[config.mk]
export PLATFORM = sky130hd
export DESIGN_NAME = tm1638_responder
export DESIGN_NICKNAME = d
export VERILOG_FILES = /design/src/rtl/tm1638_responder.sv
export SDC_FILE = /design/constraint.sdc
export NUM_CORES = 1
export LEC_CHECK = 0
export ABC_AREA = 0
export BUFFER_PORTS_ARGS = -buffer_cell sky130_fd_sc_hd__buf_2
export CAP_MARGIN = 20
export CELL_PAD_IN_SITES_DETAIL_PLACEMENT = 0
export CELL_PAD_IN_SITES_GLOBAL_PLACEMENT = 1
export CORE_MARGIN = 4
export CORE_UTILIZATION = 42
export CTS_BUF_LIST = sky130_fd_sc_hd__clkbuf_8
export CTS_CLUSTER_SIZE = 8
export DETAILED_ROUTE_END_ITERATION = 6
export HOLD_SLACK_MARGIN = 0.08
export PLACE_DENSITY_LB_ADDON = 0.1
export SLEW_MARGIN = 20
export SYNTH_ARGS = -nofsm -noshare
export SYNTH_HDL_FRONTEND = slang
export SYNTH_SLANG_ARGS = --single-unit
[constraint.sdc]
create_clock -name clk -period 2.44 [get_ports clk]
set_clock_uncertainty 0.15 [all_clocks]
set_input_delay 0.122 -clock clk [delete_from_list [all_inputs] [get_ports clk]]
set_output_delay 0.122 -clock clk [all_outputs]
set_load 0.005 [all_outputs]
[src/rtl/tm1638_responder.sv]
// TM1638 slave emulation: decodes commands from an asynchronous STB/CLK/DIO master,
// holds the 16-byte display RAM, the display-control state and returns key-scan bytes.
module tm1638_responder #(
    parameter int SYNC_STAGES = 2,
    parameter int KEY_BYTES   = 4
) (
    input  logic                     clk,
    input  logic                     rst_n,
    input  logic                     sio_clk,
    input  logic                     sio_stb,
    input  logic                     sio_data_in,
    output logic                     sio_data_out,
    output logic                     sio_data_out_en,
    input  logic [8*KEY_BYTES-1:0]   key_scan,
    output logic [127:0]             display_ram,
    output logic                     ram_wr_stb,
    output logic [3:0]               ram_wr_addr,
    output logic [7:0]               ram_wr_data,
    output logic                     disp_on,
    output logic [2:0]               brightness,
    output logic                     frame_err
);

    localparam int KEY_BITS = 8 * KEY_BYTES;
    localparam int RD_W     = $clog2(KEY_BITS + 1);
    localparam logic [RD_W-1:0] RD_LAST = RD_W'(KEY_BITS);

    typedef enum logic [2:0] {
        ST_IDLE,
        ST_CMD,
        ST_WDATA,
        ST_READ,
        ST_IGNORE
    } state_t;

    logic [SYNC_STAGES-1:0] clk_sync_r;
    logic [SYNC_STAGES-1:0] stb_sync_r;
    logic [SYNC_STAGES-1:0] dat_sync_r;
    logic                   sclk_d_r;
    logic                   stb_d_r;

    state_t                 state_r;
    logic [2:0]             bit_cnt_r;
    logic [6:0]             bit_shreg_r;
    logic [3:0]             addr_r;
    logic                   fixed_mode_r;
    logic [KEY_BITS-1:0]    key_shreg_r;
    logic [RD_W-1:0]        rd_cnt_r;
    logic                   pend_r;

    logic                   sclk_s;
    logic                   stb_s;
    logic                   din_s;
    logic                   rise_s;
    logic                   fall_s;
    logic                   stb_fall_s;
    logic                   stb_rise_s;
    logic                   bit_take_s;
    logic                   byte_done_s;
    logic [2:0]             bit_cnt_next_s;
    logic [7:0]             byte_full_s;

    assign sclk_s = clk_sync_r[SYNC_STAGES-1];
    assign stb_s  = stb_sync_r[SYNC_STAGES-1];
    assign din_s  = dat_sync_r[SYNC_STAGES-1];

    // Synchronizer chains plus one delayed copy for edge detection; STB idles high.
    always_ff @(posedge clk or negedge rst_n) begin
        if (!rst_n) begin
            clk_sync_r <= '0;
            stb_sync_r <= '1;
            dat_sync_r <= '0;
            sclk_d_r   <= 1'b0;
            stb_d_r    <= 1'b1;
        end else begin
            clk_sync_r <= {clk_sync_r[SYNC_STAGES-2:0], sio_clk};
            stb_sync_r <= {stb_sync_r[SYNC_STAGES-2:0], sio_stb};
            dat_sync_r <= {dat_sync_r[SYNC_STAGES-2:0], sio_data_in};
            sclk_d_r   <= sclk_s;
            stb_d_r    <= stb_s;
        end
    end

    // Edge qualification: clock edges only count while the previous STB sample was low,
    // so a byte completing in the same clk as STB rising is still taken.
    always_comb begin
        rise_s         = sclk_s & ~sclk_d_r & ~stb_d_r;
        fall_s         = ~sclk_s & sclk_d_r & ~stb_d_r;
        stb_fall_s     = ~stb_s & stb_d_r;
        stb_rise_s     = stb_s & ~stb_d_r;
        byte_full_s    = {din_s, bit_shreg_r};
        if (rise_s && ((state_r == ST_CMD) || (state_r == ST_WDATA) || (state_r == ST_IGNORE))) begin
            bit_take_s = 1'b1;
        end else begin
            bit_take_s = 1'b0;
        end
        bit_cnt_next_s = bit_take_s ? (bit_cnt_r + 3'd1) : bit_cnt_r;
        byte_done_s    = bit_take_s && (bit_cnt_r == 3'd7);
    end

    // Protocol FSM: byte assembly, command decode, RAM writes, key readout, frame control.
    always_ff @(posedge clk or negedge rst_n) begin
        if (!rst_n) begin
            state_r         <= ST_IDLE;
            bit_cnt_r       <= 3'd0;
            bit_shreg_r     <= 7'd0;
            addr_r          <= 4'd0;
            fixed_mode_r    <= 1'b0;
            key_shreg_r     <= '0;
            rd_cnt_r        <= '0;
            pend_r          <= 1'b0;
            sio_data_out    <= 1'b0;
            sio_data_out_en <= 1'b0;
            display_ram     <= 128'd0;
            ram_wr_stb      <= 1'b0;
            ram_wr_addr     <= 4'd0;
            ram_wr_data     <= 8'd0;
            disp_on         <= 1'b0;
            brightness      <= 3'd0;
            frame_err       <= 1'b0;
        end else begin
            ram_wr_stb <= 1'b0;
            frame_err  <= 1'b0;

            if (bit_take_s) begin
                bit_shreg_r <= byte_full_s[7:1];
                bit_cnt_r   <= bit_cnt_next_s;
            end

            if (byte_done_s) begin
                case (state_r)
                    ST_CMD: begin
                        case (byte_full_s[7:6])
                            2'b01: begin
                                if (byte_full_s[1]) begin
                                    state_r         <= ST_READ;
                                    key_shreg_r     <= key_scan;
                                    sio_data_out    <= key_scan[0];
                                    sio_data_out_en <= 1'b1;
                                    rd_cnt_r        <= '0;
                                    pend_r          <= 1'b0;
                                end else begin
                                    fixed_mode_r    <= byte_full_s[2];
                                    state_r         <= ST_IGNORE;
                                end
                            end
                            2'b11: begin
                                addr_r  <= byte_full_s[3:0];
                                state_r <= ST_WDATA;
                            end
                            2'b10: begin
                                disp_on    <= byte_full_s[3];
                                brightness <= byte_full_s[2:0];
                                state_r    <= ST_IGNORE;
                            end
                            default: begin
                                state_r <= ST_IGNORE;
                            end
                        endcase
                    end
                    ST_WDATA: begin
                        display_ram[{addr_r, 3'b000} +: 8] <= byte_full_s;
                        ram_wr_stb  <= 1'b1;
                        ram_wr_addr <= addr_r;
                        ram_wr_data <= byte_full_s;
                        if (!fixed_mode_r) begin
                            addr_r <= addr_r + 4'd1;
                        end
                    end
                    default: begin
                    end
                endcase
            end

            // Read phase: rising edge arms a shift, the following falling edge performs it.
            if (state_r == ST_READ) begin
                if (rise_s && (rd_cnt_r != RD_LAST)) begin
                    rd_cnt_r <= rd_cnt_r + RD_W'(1);
                    pend_r   <= 1'b1;
                end
                if (fall_s && pend_r) begin
                    pend_r <= 1'b0;
                    if (rd_cnt_r == RD_LAST) begin
                        sio_data_out_en <= 1'b0;
                        sio_data_out    <= 1'b1;
                    end else begin
                        key_shreg_r  <= {1'b0, key_shreg_r[KEY_BITS-1:1]};
                        sio_data_out <= key_shreg_r[1];
                    end
                end
            end

            if (stb_fall_s) begin
                state_r   <= ST_CMD;
                bit_cnt_r <= 3'd0;
            end else if (stb_rise_s) begin
                state_r         <= ST_IDLE;
                bit_cnt_r       <= 3'd0;
                pend_r          <= 1'b0;
                sio_data_out_en <= 1'b0;
                frame_err       <= (bit_cnt_next_s != 3'd0);
            end
        end
    end

endmodule

# After elaboration in Yosys (flattened, before gate mapping)
# Cells that the tools add are included.
word_totals:
  mem_count: 0
  register_bits: 213
  latch_bits: 0
  romBits: 0
  ram_bits: 0
classes:
  n_div: 0
  addsub: 4
  bitwise_logic: 11
  order_cmp: 0
  multipliers: 0
  n_reduce_logical: 16
  mux: 57
  eq_ne: 12
  n_shift: 2
op_table:
  columns: ["cell", "n"]
  rows:
  - ["32-bit two-way mux", 7]
  - ["128-bit bitwise mux", 1]
  - ["8-bit by 9-bit variable shift with 128-bit output (first input constant)", 1]
  - ["8-bit by 9-bit variable part select with 128-bit output", 1]
  - ["6-bit two-way mux", 6]
  - ["1-bit two-way mux", 30]
  - ["3-bit two-way mux", 9]
  - ["3-bit nonzero test", 4]
  - ["7-bit negator with 9-bit output", 1]
  - ["4-bit two-way mux", 2]
  - ["4-bit one-hot mux with 2 select lines", 1]
  - ["4-bit AND reduction", 2]
  - ["6-bit by 1-bit adder with 6-bit output (second input constant)", 1]
  - ["1-bit bitwise AND", 6]
  - ["3-bit by 2-bit == test with 1-bit output (second input constant)", 2]
  - ["3-bit == test (second input constant)", 2]
  - ["6-bit == test (second input constant)", 1]
  - ["6-bit inequality test (second input constant)", 1]
  - ["3-bit one-hot mux with 2 select lines", 1]
  - ["1-bit inverter", 5]
  - ["4-bit by 1-bit adder with 4-bit output (second input constant)", 1]
  - ["2-bit == test (second input constant)", 2]
  - ["1-bit logical AND", 4]
  - ["2-bit AND reduction", 2]
  - ["other kinds (8)", 9]

# Logic depth before layout (Yosys ltp)
# Gate-level depths: netlist (run 1).
depth:
  word_depth: 12
  mapped_depth: 8
  depth_no_buf: 6

# Least setup slack after synthesis (run 1)
# OpenSTA, ideal clock, no wires.
synth_path:
  kind: "reg2reg"
  startpoint: "register addr_r[0]"
  endpoint: "register display_ram[16]"
  t_arrival_ns: 2.348
  slack_ns: -0.183
  period_less_slack_ns: 2.623
  t_required_ns: 2.165
  path_stages_with_launch: 8
  setup_time_ns: 0.125
  path_buffers: 1
  cell_sequence: "dfrtp_1 inv_1 ha_1 or2_2 o21ai_0 or4b_1 buf_6 mux2_4"
synth_between:
  elab_chain_cells: 3
  word_cells_on_any_way: 4
  cone_classes: "1 x add/sub; 2 x shift; 1 x mux"
synth_lines:
  columns: ["element", "line_no", "source"]
  rows:
  - ["start: declaration", "45", "logic [3:0] addr_r;"]
  - ["start signal: assignment", "148", "addr_r <= byte_full_s[3:0];"]
  - ["start signal: assignment", "167", "addr_r <= addr_r + 4'd1;"]
  - ["7-bit negator with 9-bit output (*)", "162", "display_ram[{addr_r, 3'b000} +: 8] <= byte_full_s;"]
  - ["8-bit by 9-bit variable part select with 128-bit output / 8-bit by 9-bit variable shift with 128-bit output (equally long branches)", "162", null]
  - ["128-bit bitwise mux (*)", "162", null]
  - ["end signal: indexed assignment", "162", null]
  - ["end: declaration", "15", "output logic [127:0] display_ram,"]
# Mark *: on every way between the ends. The rest lies on a longest branch, timed or not.
# A chain may end at the register's enable or synchronous reset.

# Worst setup path after layout (run 1)
layout_path:
  startpoint: "register addr_r[0]"
  endpoint: "register display_ram[18]"
# The elaborated chain is that of the path after synthesis.

==> run_results.csv, run 1 <==
group,metric,value,unit
timing,setup_viol,0,
critical_path,r2r_start,"addr_r[0]",
cts,cts_max_level,2,
yosys,syn_avg_cell_area,14.6,um^2
yosys,synth_flop_cell,"dfrtp_1",
critical_path,cpLargestDelayFamily,"simple AND/OR/NAND/NOR gates",
critical_path,worstPathArrival,2.62,ns
yosys,synth_edf_count,0,
critical_path,start_kind,"register",
timing,fin_crit_sh,96.6,%
min_path,min_from,"dat_sync_r[0]",
timing,slew-limit-headroom,48.3,%
cells_and_area,layout-drive-gt1-share,56.0,%
critical_path,rr_endpoint,"display_ram[18]",
cts,clk_latency,0.53,ns
power,p_total,7330,uW
timing,holdWs,0.201,ns
cells_and_area,fillers,1800,
grt,grt_overflow,0,
place,io_buffers,184,
power,leakagePower,0.00642,uW
cells_and_area,layout.nets,957,
cells_and_area,mostFrequentLayoutCells,"208 x dfrtp_1, 206 x mux2_2, 183 x buf_2",
cells_and_area,mostFrequentLayoutCell,"dfrtp_1",
yosys,ys_async_sr_fraction,100,%
critical_path,cp_num_buf_inv,2,
cells_and_area,antennaDiodeCount,0,
power,switchingPower,1910,uW
cts,post_cts_buffers,0,
yosys,syn-num-nets,679,
cts,clkTransAtPathRegs,0.06,ns
run_status,outcome,"complete, no violations",
cts,cts_root_buffer,"clkbuf_8",
yosys,synth.distinct_cells,57,
cells_and_area,fin_area,11900,um^2
timing,setup-tns-final,0,ns
floorplanning,row_count,53,
timing,period_minus_slack,2.36,ns
power,combPwrFrac,7.0,%
cells_and_area,multi_input_area,3750,um^2
grt,grt_pass1_vias,6544,
grt,grt_max_degree,68,
critical_path,max_stage_delay,0.48,ns
cells_and_area,syn2layout_area_growth,28.9,%
timing,max_slew.worst_pin.slew,0.772,ns
min_path,hold_path_depth,0,
floorplanning,io_pins,185,
critical_path,required,2.70,ns
power,swShare,26.0,%
critical_path,r2r_cells,7,
critical_path,rrSetupSlack,0.08,ns
route,wl,22400,um
route,via_per_inst,5.08,
timing,slew_violations,0,
min_path,hold_class,"register to register",
route,ant_nets,0,
place,hpwl,15200,um
power,pwr-share-seq,52.2,%
route,avgRoutedWirePerCell,18.6,um
cells_and_area,post-route-util,55.8,%
yosys,ys_ff_latch,212,
route,drt_iter0_markers,198,
cts,clockBufferDepth,3,
floorplanning,die_h,156,um
place,gp_congestion,0.800,
grt,antenna_found_initial,0,
cts,cts_buffers,37,
yosys,ys_warn_count,0,
critical_path,cp_max_fo,8,
yosys,ys_seq_area_share,57.6,%
timing,max_clock_freq,424,MHz
floorplanning,start_util,43.3,%
cts,cts_tree,"done",
power,vdd_drop_max,398,uV
route,drt_pass1_iterations,4,
cts,clock-sinks,212,
cells_and_area,register_area,5310,um^2
floorplanning,die_w,156,um
critical_path,criticalPathCategory,"register to register",
power,power.internal,5430,uW
grt,track_usage,18.3,%
power,clkPwrFrac,40.8,%
critical_path,crit_slowest_cell,"or4b_1",
yosys,syn_inst,632,
timing,hold_viol,0,
grt,grt_pass1_wl,35800,um
floorplanning,dieArea,24400,um^2
job,max-cap-violations,0,
place,dpl_cell_area,10700,um^2
floorplanning,coreArea,21300,um^2
yosys,synth_area,9220,um^2
route,drc,0,
power,power_density,617,nW/um^2
route,vias,6144,
min_path,holdPathEnd,"dat_sync_r[1]",
critical_path,crit_chain,"inv_1 > ha_2 > or2_2 > o21ai_1 > or4b_1 > buf_4 > mux2_4",
critical_path,end_kind,"register",
==> kinds of logic after synthesis <==
family                   count (synthesis)  share of synthesized area (%)
XOR/XNOR                                 4                          0.461
multiplexers                           217                           26.8
AO/OA/AOI/OAI                           32                           2.62
flip-flops                             212                           57.6
AND/OR/NAND/NOR                        117                           9.17
buffers and inverters                   40                           2.02
adder cells (fa/ha/maj)                 10                           1.36
==> stage by stage <==
step / setup slack (ns) / std cells
2_1_floorplan: -0.0157 / 632
3_3_place_gp: 0.0854 / 1104
3_5_place_dp: 0.0617 / 1104
4_1_cts: 0.0355 / 1208
5_1_grt: -0.00120 / 1209
6_report: 0.0830 / 1209
==> sequential cells by signal, summed over array words and instances, names as in the netlist, 2 cells and up <==
signal	cells
addr_r	4
bit_cnt_r	3
bit_shreg_r	7
brightness	3
clk_sync_r	2
dat_sync_r	2
display_ram	128
key_shreg_r	31
ram_wr_addr	4
ram_wr_data	8
rd_cnt_r	6
state_r	3
stb_sync_r	2
==> power groups by stage <==
stage                     registers [uW]  clock network, uW  logic, uW
after floorplan                     3720                  0        309
after global placement              3890                  0        453
after detailed placement            3900                  0        468
after CTS                           3830               3100        524
after global routing                3850               3280        570
final                               3830               2990        516
==> how the worst max path moves through the flow <==
stage / startpoint / end / cells after the start
after global placement: state_r[2] / display_ram[21] / 5
after global routing: bit_cnt_r[0] / key_shreg_r[26] / 7
after CTS: state_r[2] / display_ram[23] / 5
after floorplan: bit_cnt_r[0] / key_shreg_r[10] / 8
after detailed placement: state_r[2] / display_ram[20] / 5
final: addr_r[0] / display_ram[18] / 7
==> layer usage <==
| metal | routed length (um) | track usage, % | vias up |
|---|---|---|---|
| met3 | 1390 | 4.80 | 30 |
| met1 | 9610 | 23.9 | 3120 |
| li1 | - | - | 2839 |
| met2 | 11100 | 30.7 | 155 |
| met4 | 342 | 4.79 | 0 |
| met5 | 0 | 0 | - |
==> cells in the mapped netlist, types with 2 or more instances <==
| master | count | area share (%) |
|---|---|---|
| mux2i_1 | 3 | 0.33 |
| nand2_1 | 11 | 0.45 |
| buf_2 | 11 | 0.60 |
| clkbuf_1 | 15 | 0.61 |
| a2bb2oi_1 | 3 | 0.29 |
| o21a_1 | 2 | 0.16 |
| o21ai_0 | 7 | 0.38 |
| a21oi_1 | 6 | 0.33 |
| and3_1 | 11 | 0.75 |
| nor3b_1 | 2 | 0.16 |
| or2_2 | 2 | 0.14 |
| and3b_1 | 2 | 0.19 |
| nor3_1 | 8 | 0.43 |
| nor2_1 | 9 | 0.37 |
| a22o_1 | 2 | 0.19 |
| nand4b_1 | 4 | 0.38 |
| nor3_2 | 8 | 0.87 |
| dfrtp_1 | 209 | 57 |
| dfstp_2 | 3 | 0.85 |
| mux2_4 | 8 | 1.3 |
| nor3b_4 | 2 | 0.41 |
| buf_6 | 3 | 0.37 |
| nand3_1 | 7 | 0.38 |
| nor4_4 | 3 | 0.69 |
| a211oi_1 | 2 | 0.16 |
| nor2b_1 | 20 | 1.4 |
| and4bb_2 | 2 | 0.27 |
| ha_1 | 10 | 1.4 |
| inv_1 | 11 | 0.45 |
| and2_1 | 8 | 0.54 |
| mux2_2 | 206 | 25 |
| xor2_1 | 2 | 0.19 |
| or3_1 | 2 | 0.14 |
| nand4_1 | 5 | 0.34 |
==> final cells by class <==
class | instances | share of cell area, %
Inverter | 11 | 0.347
Clock buffer | 43 | 4.98
Clock inverter | 20 | 0.800
Multi-Input combinational cell | 380 | 31.5
Sequential cell | 212 | 44.7
Timing Repair Buffer | 268 | 14.8
Tap cell | 275 | 2.90
==> what timing repair did <==
action / CTS / global route
gates resized for setup: 0 / 4
hold buffers: 41 / 0
hold endpoints to repair: 247 / 0
endpoints found under the setup margin: 0 / 58
No activity file was read; power rests on OpenSTA's default activity.
==> run 2, diff against run 1 <==
- ABC_AREA: 0 -> 1
- CORE_UTILIZATION: 42 -> 38
==> run 2 against run 1 <==
Net effect: register-to-register slack gained 0.16 ns; critical endpoint is now display_ram[114]; routed wire length grew 33%; clock-buffer cell count grew 8; critical path type unchanged; sequential share of layout area shrank 3.9 points.
==> run_results.csv, run 2 <==
group,metric,value,unit
route,wl,29800,um
power,power.internal,5780,uW
grt,grt_overflow,0,
cells_and_area,layout.nets,1645,
cts,clk_latency,0.53,ns
cells_and_area,largestRegisters,"display_ram (128), key_shreg_r (31), ram_wr_data (8)",
timing,setup_viol,0,
place,gp_congestion,0.776,
yosys,synth_common_cells,"634 x nand2_1, 209 x dfrtp_1, 91 x inv_1",
critical_path,crit_slowest_cell,"dfrtp_1",
floorplanning,io_pins,185,
yosys,synth.most_common_cell,"nand2_1",
power,power_density,608,nW/um^2
cts,cts_max_level,2,
critical_path,cpLargestDelayFamily,"simple AND/OR/NAND/NOR gates",
critical_path,end_kind,"register",
yosys,yosysTopAreaCell,"dfrtp_1",
timing,period_minus_slack,2.19,ns
route,via_per_inst,4.71,
place,hpwl,19400,um
timing,hold_viol,0,
timing,fin_crit_sh,89.9,%
cells_and_area,antennaDiodeCount,0,
yosys,ys_ff_latch,212,
yosys,synth_flop_cell,"dfrtp_1",
grt,grt_pass1_vias,9161,
critical_path,cp_num_buf_inv,1,
grt,grt_max_degree,63,
grt,antenna_found_initial,0,
cts,cts_buffers,39,
cells_and_area,syn2layout_area_growth,26.3,%
yosys,synth_area,10300,um^2
critical_path,required,2.69,ns
run_status,outcome,"complete, no violations",
power,pwr-share-seq,46.6,%
min_path,holdPathEnd,"clk_sync_r[1]",
cts,cts_tree,"done",
floorplanning,die_h,173,um
place,dp_worst_setup_slack,0.0889,ns
route,avgRoutedWirePerCell,15.1,um
timing,max_clock_freq,456,MHz
timing,max_slew.worst_pin.slew,0.556,ns
cts,cts_root_buffer,"clkbuf_8",
route,drt_pass1_iterations,5,
floorplanning,row_count,60,
job,max-cap-violations,0,
critical_path,criticalPathCategory,"register to register",
grt,track_usage,19.9,%
power,swShare,26.9,%
critical_path,r2r_start,"addr_r[0]",
critical_path,start_kind,"register",
min_path,hold_class,"register to register",
min_path,min_from,"clk_sync_r[0]",
critical_path,cp_max_fo,14,
floorplanning,start_util,38.4,%
cts,clockBufferDepth,3,
cts,post_cts_buffers,0,
power,leakagePower,0.00713,uW
timing,slew_violations,0,
floorplanning,coreArea,26800,um^2
place,dpl_cell_area,11700,um^2
yosys,ys_top_cells_by_area,"dfrtp_1 51%, nand2_1 23%, o21ai_1 4.0%, o21ai_0 3.6%, nand3_1 3.5%",
timing,setup-tns-final,0,ns
cells_and_area,fin_area,13000,um^2
power,switchingPower,2120,uW
critical_path,rr_endpoint,"display_ram[114]",
place,io_buffers,184,
yosys,synth.distinct_cells,31,
power,vdd_drop_max,341,uV
timing,slew-limit-headroom,62.8,%
critical_path,r2r_cells,7,
route,ant_nets,0,
critical_path,max_stage_delay,0.42,ns
cells_and_area,mostFrequentLayoutCells,"630 x nand2_1, 208 x dfrtp_1, 183 x buf_2",
cells_and_area,post-route-util,48.6,%
route,drc,0,
yosys,synth_top_area_share,50.8,%
critical_path,worstPathArrival,2.45,ns
grt,grt_pass1_wl,49700,um
yosys,ys_warn_count,0,
timing,rsz0062_at_grt,"false",
route,drt_iter0_markers,704,
min_path,hold_path_depth,0,
cells_and_area,mostFrequentLayoutCell,"nand2_1",
yosys,ys_async_sr_fraction,100,%
floorplanning,die_w,173,um
floorplanning,dieArea,29800,um^2
critical_path,crit_chain,"inv_1 > ha_1 > nand3_1 > nor2_4 > nand3_2 > nand2_1 > o21ai_0",
yosys,syn_inst,1360,
yosys,ys_seq_area_share,51.5,%
power,combPwrFrac,9.0,%
power,clkPwrFrac,44.4,%
yosys,synth_edf_count,0,
timing,setup_ws,0.246,ns
critical_path,rrSetupSlack,0.25,ns
yosys,syn-num-nets,1407,
cells_and_area,max_flop_register,"display_ram",
cts,clkTransAtPathRegs,0.06,ns
cells_and_area,layout-drive-gt1-share,21.4,%
cells_and_area,largest_reg_flops,128,
yosys,syn_avg_cell_area,7.57,um^2
route,vias,9273,
cts,clock-sinks,212,
run 2: cell families (layout without fill, tap and decap cells):
family,after synthesis,in the layout,share of synthesized area (%)
AND/OR/NAND/NOR,807,807,32.4
flip-flops,212,212,51.5
buffers and inverters,164,433,6.44
AO/OA/AOI/OAI,163,163,7.97
adder cells (fa/ha/maj),10,10,1.21
XOR/XNOR,4,4,0.413
run 2: worst max-delay path by stage:
stage	startpoint	endpoint	slack [ns]	depth (start not counted)
after floorplan	addr_r[0]	display_ram[84]	0.01	11
after global placement	addr_r[0]	display_ram[0]	0.21	8
after detailed placement	addr_r[0]	display_ram[4]	0.09	8
after CTS	addr_r[0]	display_ram[4]	0.07	8
after global routing	addr_r[0]	display_ram[25]	0.006	8
final	addr_r[0]	display_ram[114]	0.25	7
run 2: area by class of cell:
type | count | area (um^2)
Clock buffer | 51 | 702
Clock inverter | 21 | 120
Fill cell | 2705 | 13800
Inverter | 99 | 373
Multi-Input combinational cell | 984 | 4360
Sequential cell | 212 | 5310
Tap cell | 341 | 427
Timing Repair Buffer | 262 | 1720
run 2: power by group through the flow:
stage	clock, uW	sequential (uW)	combinational (uW)
2_1_floorplan	0	3660	379
4_1_cts	3630	3680	725
3_5_place_dp	0	3750	667
5_1_grt	3780	3690	797
6_report	3510	3680	712
3_3_place_gp	0	3750	663
run 2: routing by layer:
layer,routed length (um),track usage [%],vias up
met2,13900,33.3,206
met5,0,0,-
met4,725,5.56,0
met3,1360,3.34,60
met1,13800,27.1,4254
li1,-,-,4753
run 2: stage by stage:
stage	hold slack (ns)	std cells	total power (uW)
after floorplan	-0.324	1360	4040
final	0.200	1970	7910
after detailed placement	-0.0236	1857	4410
after global placement	-0.0255	1857	4410
after CTS	0.171	1970	8040
after global routing	0.206	1970	8270
run 2: repair_timing:
action,4_1_cts,5_1_grt
hold buffers,41,0
hold endpoints to repair,244,0
resized for setup,0,6
endpoints found under the setup margin,0,39
